--- src/rtl/tracer_pkg.sv ---
// Shared types and constants for the trace dump engine: FSM states, AXI encodings
// and the 4 KB page geometry that bounds every burst.
package tracer_pkg;

  typedef enum logic [2:0] {
    ST_IDLE,
    ST_AW,
    ST_W,
    ST_B,
    ST_DONE
  } state_e;

  localparam logic [1:0] AXI_BURST_INCR  = 2'b01;
  localparam logic [2:0] AXI_SIZE_8B     = 3'b011;
  localparam logic [1:0] AXI_RESP_OKAY   = 2'b00;
  localparam logic [1:0] AXI_RESP_EXOKAY = 2'b01;
  localparam logic [1:0] AXI_RESP_SLVERR = 2'b10;
  localparam logic [1:0] AXI_RESP_DECERR = 2'b11;

  localparam int PAGE_BYTES = 4096;
  localparam int BEAT_BYTES = 8;

  // SLVERR and DECERR both carry bit 1; OKAY and EXOKAY do not.
  function automatic logic resp_is_err(input logic [1:0] resp);
    return (resp == AXI_RESP_SLVERR) || (resp == AXI_RESP_DECERR);
  endfunction

endpackage

--- src/rtl/trace_dump_writer_if.sv ---
// Trace-record stream plus AXI4 write channels of the dump engine.
// The engine uses the master modport; memory and stream source sit on slave.
interface trace_dump_writer_if #(
  parameter int AddrWidth = 64
) ();

  logic [63:0]          s_tdata;
  logic                 s_tvalid;
  logic                 s_tready;

  logic [AddrWidth-1:0] m_awaddr;
  logic [7:0]           m_awlen;
  logic [2:0]           m_awsize;
  logic [1:0]           m_awburst;
  logic                 m_awvalid;
  logic                 m_awready;

  logic [63:0]          m_wdata;
  logic [7:0]           m_wstrb;
  logic                 m_wlast;
  logic                 m_wvalid;
  logic                 m_wready;

  logic [1:0]           m_bresp;
  logic                 m_bvalid;
  logic                 m_bready;

  modport master (
    input  s_tdata, s_tvalid,
    output s_tready,
    output m_awaddr, m_awlen, m_awsize, m_awburst, m_awvalid,
    input  m_awready,
    output m_wdata, m_wstrb, m_wlast, m_wvalid,
    input  m_wready,
    input  m_bresp, m_bvalid,
    output m_bready
  );

  modport slave (
    output s_tdata, s_tvalid,
    input  s_tready,
    input  m_awaddr, m_awlen, m_awsize, m_awburst, m_awvalid,
    output m_awready,
    input  m_wdata, m_wstrb, m_wlast, m_wvalid,
    output m_wready,
    output m_bresp, m_bvalid,
    input  m_bready
  );

endinterface

--- src/rtl/trace_dump_writer_burst_len.sv ---
// Beats in the next burst: the smallest of records left, the burst cap and the
// beats that fit before the next 4 KB boundary.
module trace_burst_len
  import tracer_pkg::*;
#(
  parameter int MaxBurstLen = 16,
  parameter int CountWidth  = 31
) (
  input  logic [11:0]           page_off,
  input  logic [CountWidth-1:0] remaining,
  output logic [8:0]            beats
);

  logic [31:0] page_beats;
  logic [31:0] limit;

  // NOTE: every variable gets a value at the top of the block, so no path leaves one unassigned and no latch is inferred.
  always_comb begin
    page_beats = (32'(PAGE_BYTES) - 32'(page_off)) / 32'(BEAT_BYTES);
    limit      = 32'(MaxBurstLen);
    if (page_beats < limit) limit = page_beats;
    if (32'(remaining) < limit) limit = 32'(remaining);
    beats = 9'(limit);
  end

endmodule

--- src/rtl/trace_dump_writer.sv ---
// Dump engine: drains num_entries trace records from the stream into host memory
// as 4 KB-safe AXI4 INCR bursts, one burst outstanding, under ap_ctrl_hs control.
module trace_dump_writer
  import tracer_pkg::*;
#(
  parameter int AddrWidth   = 64,
  parameter int MaxBurstLen = 16,
  parameter int CountWidth  = 31
) (
  input  logic                  clk,
  input  logic                  reset,
  input  logic                  ap_start,
  output logic                  ap_done,
  output logic                  ap_ready,
  output logic                  ap_idle,
  input  logic [63:0]           trace_dump,
  output logic [31:0]           tracer_return_code,
  input  logic [CountWidth-1:0] num_entries,
  trace_dump_writer_if.master   bus
);

  state_e                state_q, state_d;
  logic [AddrWidth-1:0]  addr_q, addr_d;
  logic [CountWidth-1:0] remaining_q, remaining_d;
  logic [CountWidth-1:0] written_q, written_d;
  logic [8:0]            beat_cnt_q, beat_cnt_d;
  logic [31:0]           ret_q, ret_d;
  logic [8:0]            beats;
  logic                  last_beat;

  // addr_q and remaining_q only move in B, so beats is stable across a whole burst.
  trace_burst_len #(
    .MaxBurstLen(MaxBurstLen),
    .CountWidth (CountWidth)
  ) u_burst_len (
    .page_off (addr_q[11:0]),
    .remaining(remaining_q),
    .beats    (beats)
  );

  assign last_beat          = (beat_cnt_q == beats - 9'd1);
  assign bus.m_awaddr       = addr_q;
  assign bus.m_awlen        = 8'(beats - 9'd1);
  assign bus.m_awsize       = AXI_SIZE_8B;
  assign bus.m_awburst      = AXI_BURST_INCR;
  assign bus.m_wdata        = bus.s_tdata;
  assign bus.m_wstrb        = 8'hFF;
  assign bus.m_wlast        = (state_q == ST_W) && last_beat;
  assign tracer_return_code = ret_q;

  always_comb begin
    state_d       = state_q;
    addr_d        = addr_q;
    remaining_d   = remaining_q;
    written_d     = written_q;
    beat_cnt_d    = beat_cnt_q;
    ret_d         = ret_q;
    ap_idle       = 1'b0;
    ap_done       = 1'b0;
    ap_ready      = 1'b0;
    bus.m_awvalid = 1'b0;
    bus.m_wvalid  = 1'b0;
    bus.s_tready  = 1'b0;
    bus.m_bready  = 1'b0;

    unique case (state_q)
      ST_IDLE: begin
        ap_idle = 1'b1;
        if (ap_start) begin
          addr_d      = AddrWidth'({trace_dump[63:3], 3'b000});
          remaining_d = num_entries;
          written_d   = '0;
          beat_cnt_d  = '0;
          ret_d       = '0;
          state_d     = (num_entries == '0) ? ST_DONE : ST_AW;
        end
      end

      ST_AW: begin
        bus.m_awvalid = 1'b1;
        if (bus.m_awready) state_d = ST_W;
      end

      // Zero-latency pass-through: the stream sees the W channel's ready directly.
      ST_W: begin
        bus.m_wvalid = bus.s_tvalid;
        bus.s_tready = bus.m_wready;
        if (bus.s_tvalid && bus.m_wready) begin
          if (last_beat) begin
            beat_cnt_d = '0;
            state_d    = ST_B;
          end else begin
            beat_cnt_d = beat_cnt_q + 9'd1;
          end
        end
      end

      ST_B: begin
        bus.m_bready = 1'b1;
        if (bus.m_bvalid) begin
          if (resp_is_err(bus.m_bresp)) begin
            ret_d   = {1'b1, 31'(written_q)};
            state_d = ST_DONE;
          end else begin
            written_d   = written_q + CountWidth'(beats);
            remaining_d = remaining_q - CountWidth'(beats);
            addr_d      = addr_q + AddrWidth'({beats, 3'b000});
            ret_d       = {1'b0, 31'(written_d)};
            state_d     = (remaining_d == '0) ? ST_DONE : ST_AW;
          end
        end
      end

      ST_DONE: begin
        ap_done  = 1'b1;
        ap_ready = 1'b1;
        state_d  = ST_IDLE;
      end

      default: state_d = ST_IDLE;
    endcase
  end

  // NOTE: state is updated with non-blocking assignments so every flop samples pre-edge values, independent of statement order.
  always_ff @(posedge clk or posedge reset) begin
    if (reset) begin
      state_q     <= ST_IDLE;
      addr_q      <= '0;
      remaining_q <= '0;
      written_q   <= '0;
      beat_cnt_q  <= '0;
      ret_q       <= '0;
    end else begin
      state_q     <= state_d;
      addr_q      <= addr_d;
      remaining_q <= remaining_d;
      written_q   <= written_d;
      beat_cnt_q  <= beat_cnt_d;
      ret_q       <= ret_d;
    end
  end

endmodule

--- src/flat_wrapper.sv ---
// flat-port wrapper written by rule: the top's interface ports become plain ports
module trace_dump_writer_flat import tracer_pkg::*;
#(
  parameter int AddrWidth   = 64,
  parameter int MaxBurstLen = 16,
  parameter int CountWidth  = 31
)
  (clk, reset, ap_start, ap_done, ap_ready, ap_idle, trace_dump, tracer_return_code, num_entries, bus_s_tdata, bus_s_tvalid, bus_s_tready, bus_m_awaddr, bus_m_awlen, bus_m_awsize, bus_m_awburst, bus_m_awvalid, bus_m_awready, bus_m_wdata, bus_m_wstrb, bus_m_wlast, bus_m_wvalid, bus_m_wready, bus_m_bresp, bus_m_bvalid, bus_m_bready);
  trace_dump_writer_if #(.AddrWidth(AddrWidth)) bus_i ();
  input  logic clk;
  input  logic reset;
  input  logic ap_start;
  output logic ap_done;
  output logic ap_ready;
  output logic ap_idle;
  input  logic [63:0] trace_dump;
  output logic [31:0] tracer_return_code;
  input  logic [CountWidth-1:0] num_entries;
  input wire logic [$bits(bus_i.s_tdata)-1:0] bus_s_tdata;
  input wire logic [$bits(bus_i.s_tvalid)-1:0] bus_s_tvalid;
  output wire logic [$bits(bus_i.s_tready)-1:0] bus_s_tready;
  output wire logic [$bits(bus_i.m_awaddr)-1:0] bus_m_awaddr;
  output wire logic [$bits(bus_i.m_awlen)-1:0] bus_m_awlen;
  output wire logic [$bits(bus_i.m_awsize)-1:0] bus_m_awsize;
  output wire logic [$bits(bus_i.m_awburst)-1:0] bus_m_awburst;
  output wire logic [$bits(bus_i.m_awvalid)-1:0] bus_m_awvalid;
  input wire logic [$bits(bus_i.m_awready)-1:0] bus_m_awready;
  output wire logic [$bits(bus_i.m_wdata)-1:0] bus_m_wdata;
  output wire logic [$bits(bus_i.m_wstrb)-1:0] bus_m_wstrb;
  output wire logic [$bits(bus_i.m_wlast)-1:0] bus_m_wlast;
  output wire logic [$bits(bus_i.m_wvalid)-1:0] bus_m_wvalid;
  input wire logic [$bits(bus_i.m_wready)-1:0] bus_m_wready;
  input wire logic [$bits(bus_i.m_bresp)-1:0] bus_m_bresp;
  input wire logic [$bits(bus_i.m_bvalid)-1:0] bus_m_bvalid;
  output wire logic [$bits(bus_i.m_bready)-1:0] bus_m_bready;
  assign bus_i.s_tdata = bus_s_tdata;
  assign bus_i.s_tvalid = bus_s_tvalid;
  assign bus_s_tready = bus_i.s_tready;
  assign bus_m_awaddr = bus_i.m_awaddr;
  assign bus_m_awlen = bus_i.m_awlen;
  assign bus_m_awsize = bus_i.m_awsize;
  assign bus_m_awburst = bus_i.m_awburst;
  assign bus_m_awvalid = bus_i.m_awvalid;
  assign bus_i.m_awready = bus_m_awready;
  assign bus_m_wdata = bus_i.m_wdata;
  assign bus_m_wstrb = bus_i.m_wstrb;
  assign bus_m_wlast = bus_i.m_wlast;
  assign bus_m_wvalid = bus_i.m_wvalid;
  assign bus_i.m_wready = bus_m_wready;
  assign bus_i.m_bresp = bus_m_bresp;
  assign bus_i.m_bvalid = bus_m_bvalid;
  assign bus_m_bready = bus_i.m_bready;
  trace_dump_writer #(.AddrWidth(AddrWidth), .MaxBurstLen(MaxBurstLen), .CountWidth(CountWidth)) u_core (.clk(clk), .reset(reset), .ap_start(ap_start), .ap_done(ap_done), .ap_ready(ap_ready), .ap_idle(ap_idle), .trace_dump(trace_dump), .tracer_return_code(tracer_return_code), .num_entries(num_entries), .bus(bus_i));
endmodule
--- config.mk ---
export PLATFORM = sky130hd
export DESIGN_NAME = trace_dump_writer_flat
export DESIGN_NICKNAME = d
export VERILOG_FILES = /design/src/rtl/tracer_pkg.sv /design/src/rtl/trace_dump_writer_if.sv /design/src/rtl/trace_dump_writer_burst_len.sv /design/src/rtl/trace_dump_writer.sv /design/src/flat_wrapper.sv
export SDC_FILE = /design/constraint.sdc
export NUM_CORES = 1
export LEC_CHECK = 0
export ABC_AREA = 0
export CORE_ASPECT_RATIO = 1.2
export CORE_UTILIZATION = 35
export CTS_CLUSTER_SIZE = 20
export DETAILED_ROUTE_END_ITERATION = 10
export PLACE_DENSITY = 0.69
export REMOVE_ABC_BUFFERS = 1
export SYNTH_ARGS = -nofsm -noshare
export SYNTH_HDL_FRONTEND = slang
export SYNTH_SLANG_ARGS = --single-unit
--- constraint.sdc ---
create_clock -name clk -period 17.3 [get_ports clk]
set_input_delay 3.46 -clock clk [delete_from_list [all_inputs] [get_ports clk]]
set_output_delay 3.46 -clock clk [all_outputs]
set_load 0.01 [all_outputs]
==> results.toml <==
[sta]
timing.hold.ws_ps = 479
relSlewSlack = 0.221
post-route-min-period_ps = 11200
fmax_mhz = 89.3
layout_setup_ws_ps = 6100
rsz0062_at_grt = "no"
fin_setup_tns_ps = 0
worst_pin_slew_ps = 1170
skew_ps = 12.7
setup-violations-final = 0
drv_slew = 0
finalHoldViolCount = 0
finalCritPeriodShare = 0.647

[global_routing]
gr-usage-all-layers = 0.242
antenna_found_initial = 0
grt_pass1_wl_mm = 68.3
grt_max_degree = 86
overflow = 0
grt_pass1_vias = 11536

[clocking]
cts_setup_buffers = 0
numCtsBuffers = 17
htreeDepth = 4
clock_latency_ps = 450
cts_resized = 0
cts_sinks = 167
cts_tree = "done"
cts-hold-fix-buffers = 0
clk_pin_slew_ps = 80
clock-root-buffer = "clkbuf_16"
clk_path_buf_depth = 2

[outcome]
status = "complete, no violations"

[place]
dp_cells = 2067
place_hpwl_mm = 32.5
gp_congestion = 0.901
dp_worst_setup_slack_ps = 6680
io_buffers = 208

[worst_setup_path]
path_max_fanout = 21
worstPathRequired_ps = 13840
cp.arrival_ps = 7740
startpoint_type = "flop"
crit_path_end_kind = "primary output"
rr_endpoint = "u_core.state_q[0]"
criticalPathCategory = "flop to primary output"
r2r-start = "u_core.bus.m_awaddr[4]"
rrSetupSlack_ps = 10220
rr_worst_depth = 25

[final_layout]
drive_gt1_frac = 0.0531
layout_common_cells = "208 x clkdlybuf4s50_1, 167 x dfrtp_1, 138 x nand2_1, 119 x a21oi_1, 118 x o21ai_0"
final_nets = 1834
multi_input_area_um2 = 7210
synthToLayoutAreaGrowth_pct = 20.0
fillers = 3483
num_antenna_cells = 0
register_area_um2 = 4180
layoutNonFillerInstCount = 2099
final_common_cell = "clkdlybuf4s50_1"

[synthesis]
synth_flop_cell = "dfrtp_1"
synth.distinct_cells = 91
ys_warn_count = 0
netlist_area_um2 = 12500
synth_area_leaders = "dfrtp_1 34%, buf_4 4.9%, a21oi_1 4.8%"
synth-edff-count = 0
ys_seq_area_frac = 0.335
ys_ff_latch = 167
async_reset_ff_frac = 1.00
synth_top_area_share = 0.335
syn_avg_cell_area_um2 = 8.12
yosysTopAreaCell = "dfrtp_1"
syn_inst = 1535

[detailed_routing]
firstDrtPassIters = 5
drt_iter0_markers = 926
detail-route-antenna-nets = 0
wl_per_cell_um = 21.3
vias = 12304
drc = 0
wl_mm = 44.7
viasPerCell = 5.86

[power]
p_leak_nw = 5.70
irDropWorstVdd_v = 0.0000712
total_power_w = 0.00218
power.density_nw_per_um2 = 146

[floorplanning]
start_util = 0.356
core_area_um2 = 35000
dieArea_um2 = 36400
die_h_um = 209
ios = 357
rows = 75
dieWidth_um = 174

[worst_hold_path]
min_from = "u_core.tracer_return_code[15]"
min_to = "u_core.tracer_return_code[15]"
holdPathStages = 2
hp-class = "flop to flop"

[run]
drv_cap = 0
-- final cells by class --
class | count | share of cell area
multi-input cells | 1165 | 0.482
flip-flops and latches | 167 | 0.280
repair buffers | 227 | 0.149
well taps | 462 | 0.0387
clock buffers | 17 | 0.0285
inverters | 46 | 0.0121
clock inverters | 15 | 0.0104
-- where the power goes --
group | internal [W] | leakage, nW | switching [W]
clock network | 0.000193 | 0.276 | 0.000198
registers | 0.000509 | 2.09 | 0.000185
logic | 0.000475 | 3.33 | 0.000625
total | 0.00118 | 5.70 | 0.00101
-- synth_stat cells (6+ instances only) --
cell	instances
inv_1	45
ha_1	39
nand2_1	140
o2111ai_1	8
a211oi_1	24
nor2b_1	15
mux2i_1	9
o21bai_1	6
a41oi_1	8
a22oi_1	8
nand2b_1	6
and2_1	17
a311oi_1	8
buf_4	82
o21a_1	12
o22a_1	14
a32oi_1	6
nor4_1	19
o31a_1	8
nor2_1	114
nor4b_1	6
o22ai_1	18
and3_1	31
o21ai_0	118
a21o_1	11
clkbuf_1	84
nand3_1	56
dfrtp_1	167
a31oi_1	32
xnor2_1	42
nor3_1	51
xor2_1	15
or3_1	17
nand4_1	28
a21oi_1	119
o211ai_1	16
or2_2	8
o31ai_1	16
-- registers in the layout, summed over array words and instances (netlist names) --
| name | count |
|---|---|
| u_core.beat_cnt_q | 9 |
| u_core.state_q | 3 |
| u_core.remaining_q | 31 |
| u_core.written_q | 31 |
| u_core.bus.m_awaddr | 61 |
| u_core.tracer_return_code | 32 |
-- routing by layer --
layer  up-vias  share of wire  routed length [um]  GRT usage
met2       526           0.45               20100      0.369
met1      5927           0.42               18700      0.303
met4        10          0.028                1250     0.0862
li1       5766              -                   -          -
met3        75          0.096                4310     0.0939
met5         -         0.0087                 387     0.0833
-- worst max path at each step --
stage / from / end / slack, ps / cells after the start
after detailed placement: u_core.bus.m_awaddr[4] / bus_m_wlast / 6680 / 25
after global placement: u_core.bus.m_awaddr[4] / bus_m_wlast / 6770 / 25
after CTS: u_core.bus.m_awaddr[4] / bus_m_wlast / 6160 / 25
after floorplan: u_core.bus.m_awaddr[4] / bus_m_wlast / 7100 / 22
after global routing: u_core.bus.m_awaddr[4] / bus_m_wlast / 5530 / 25
final: u_core.bus.m_awaddr[4] / bus_m_wlast / 6100 / 25
-- critical path, cell delays in order (launching register included) --
cell	delay, ps
dfrtp_1	640
inv_1	130
ha_1	210
nor3b_2	170
mux2i_1	180
nor2_2	380
nand3b_1	200
ha_1	310
and4_1	190
o211ai_1	90
a211oi_1	400
nor3_2	90
buf_4	220
nand2_1	80
o21ai_0	240
inv_1	300
ha_1	450
or3b_4	460
or3_1	320
o41ai_1	240
o221ai_1	190
a211oi_1	200
nor3_1	90
or4_4	570
nor4b_1	300
clkdlybuf4s50_1	620
-- through the flow --
| step | util | area [um^2] |
|---|---|---|
| floorplan | - | 11500 |
| global placement | 0.411 | 14400 |
| detailed placement | 0.411 | 14400 |
| CTS | 0.427 | 15000 |
| global route | 0.427 | 15000 |
| finish | 0.427 | 15000 |
-- logic make-up after synthesis --
logic type / synth area share
AO/OA/AOI/OAI: 0.256
XOR/XNOR: 0.0401
adder cells (fa/ha/maj): 0.0440
buffers and inverters: 0.0929
flip-flops: 0.335
multiplexers: 0.00723
other: 0.000603
AND/OR/NAND/NOR: 0.223
No activity file was read; power rests on OpenSTA's default activity.
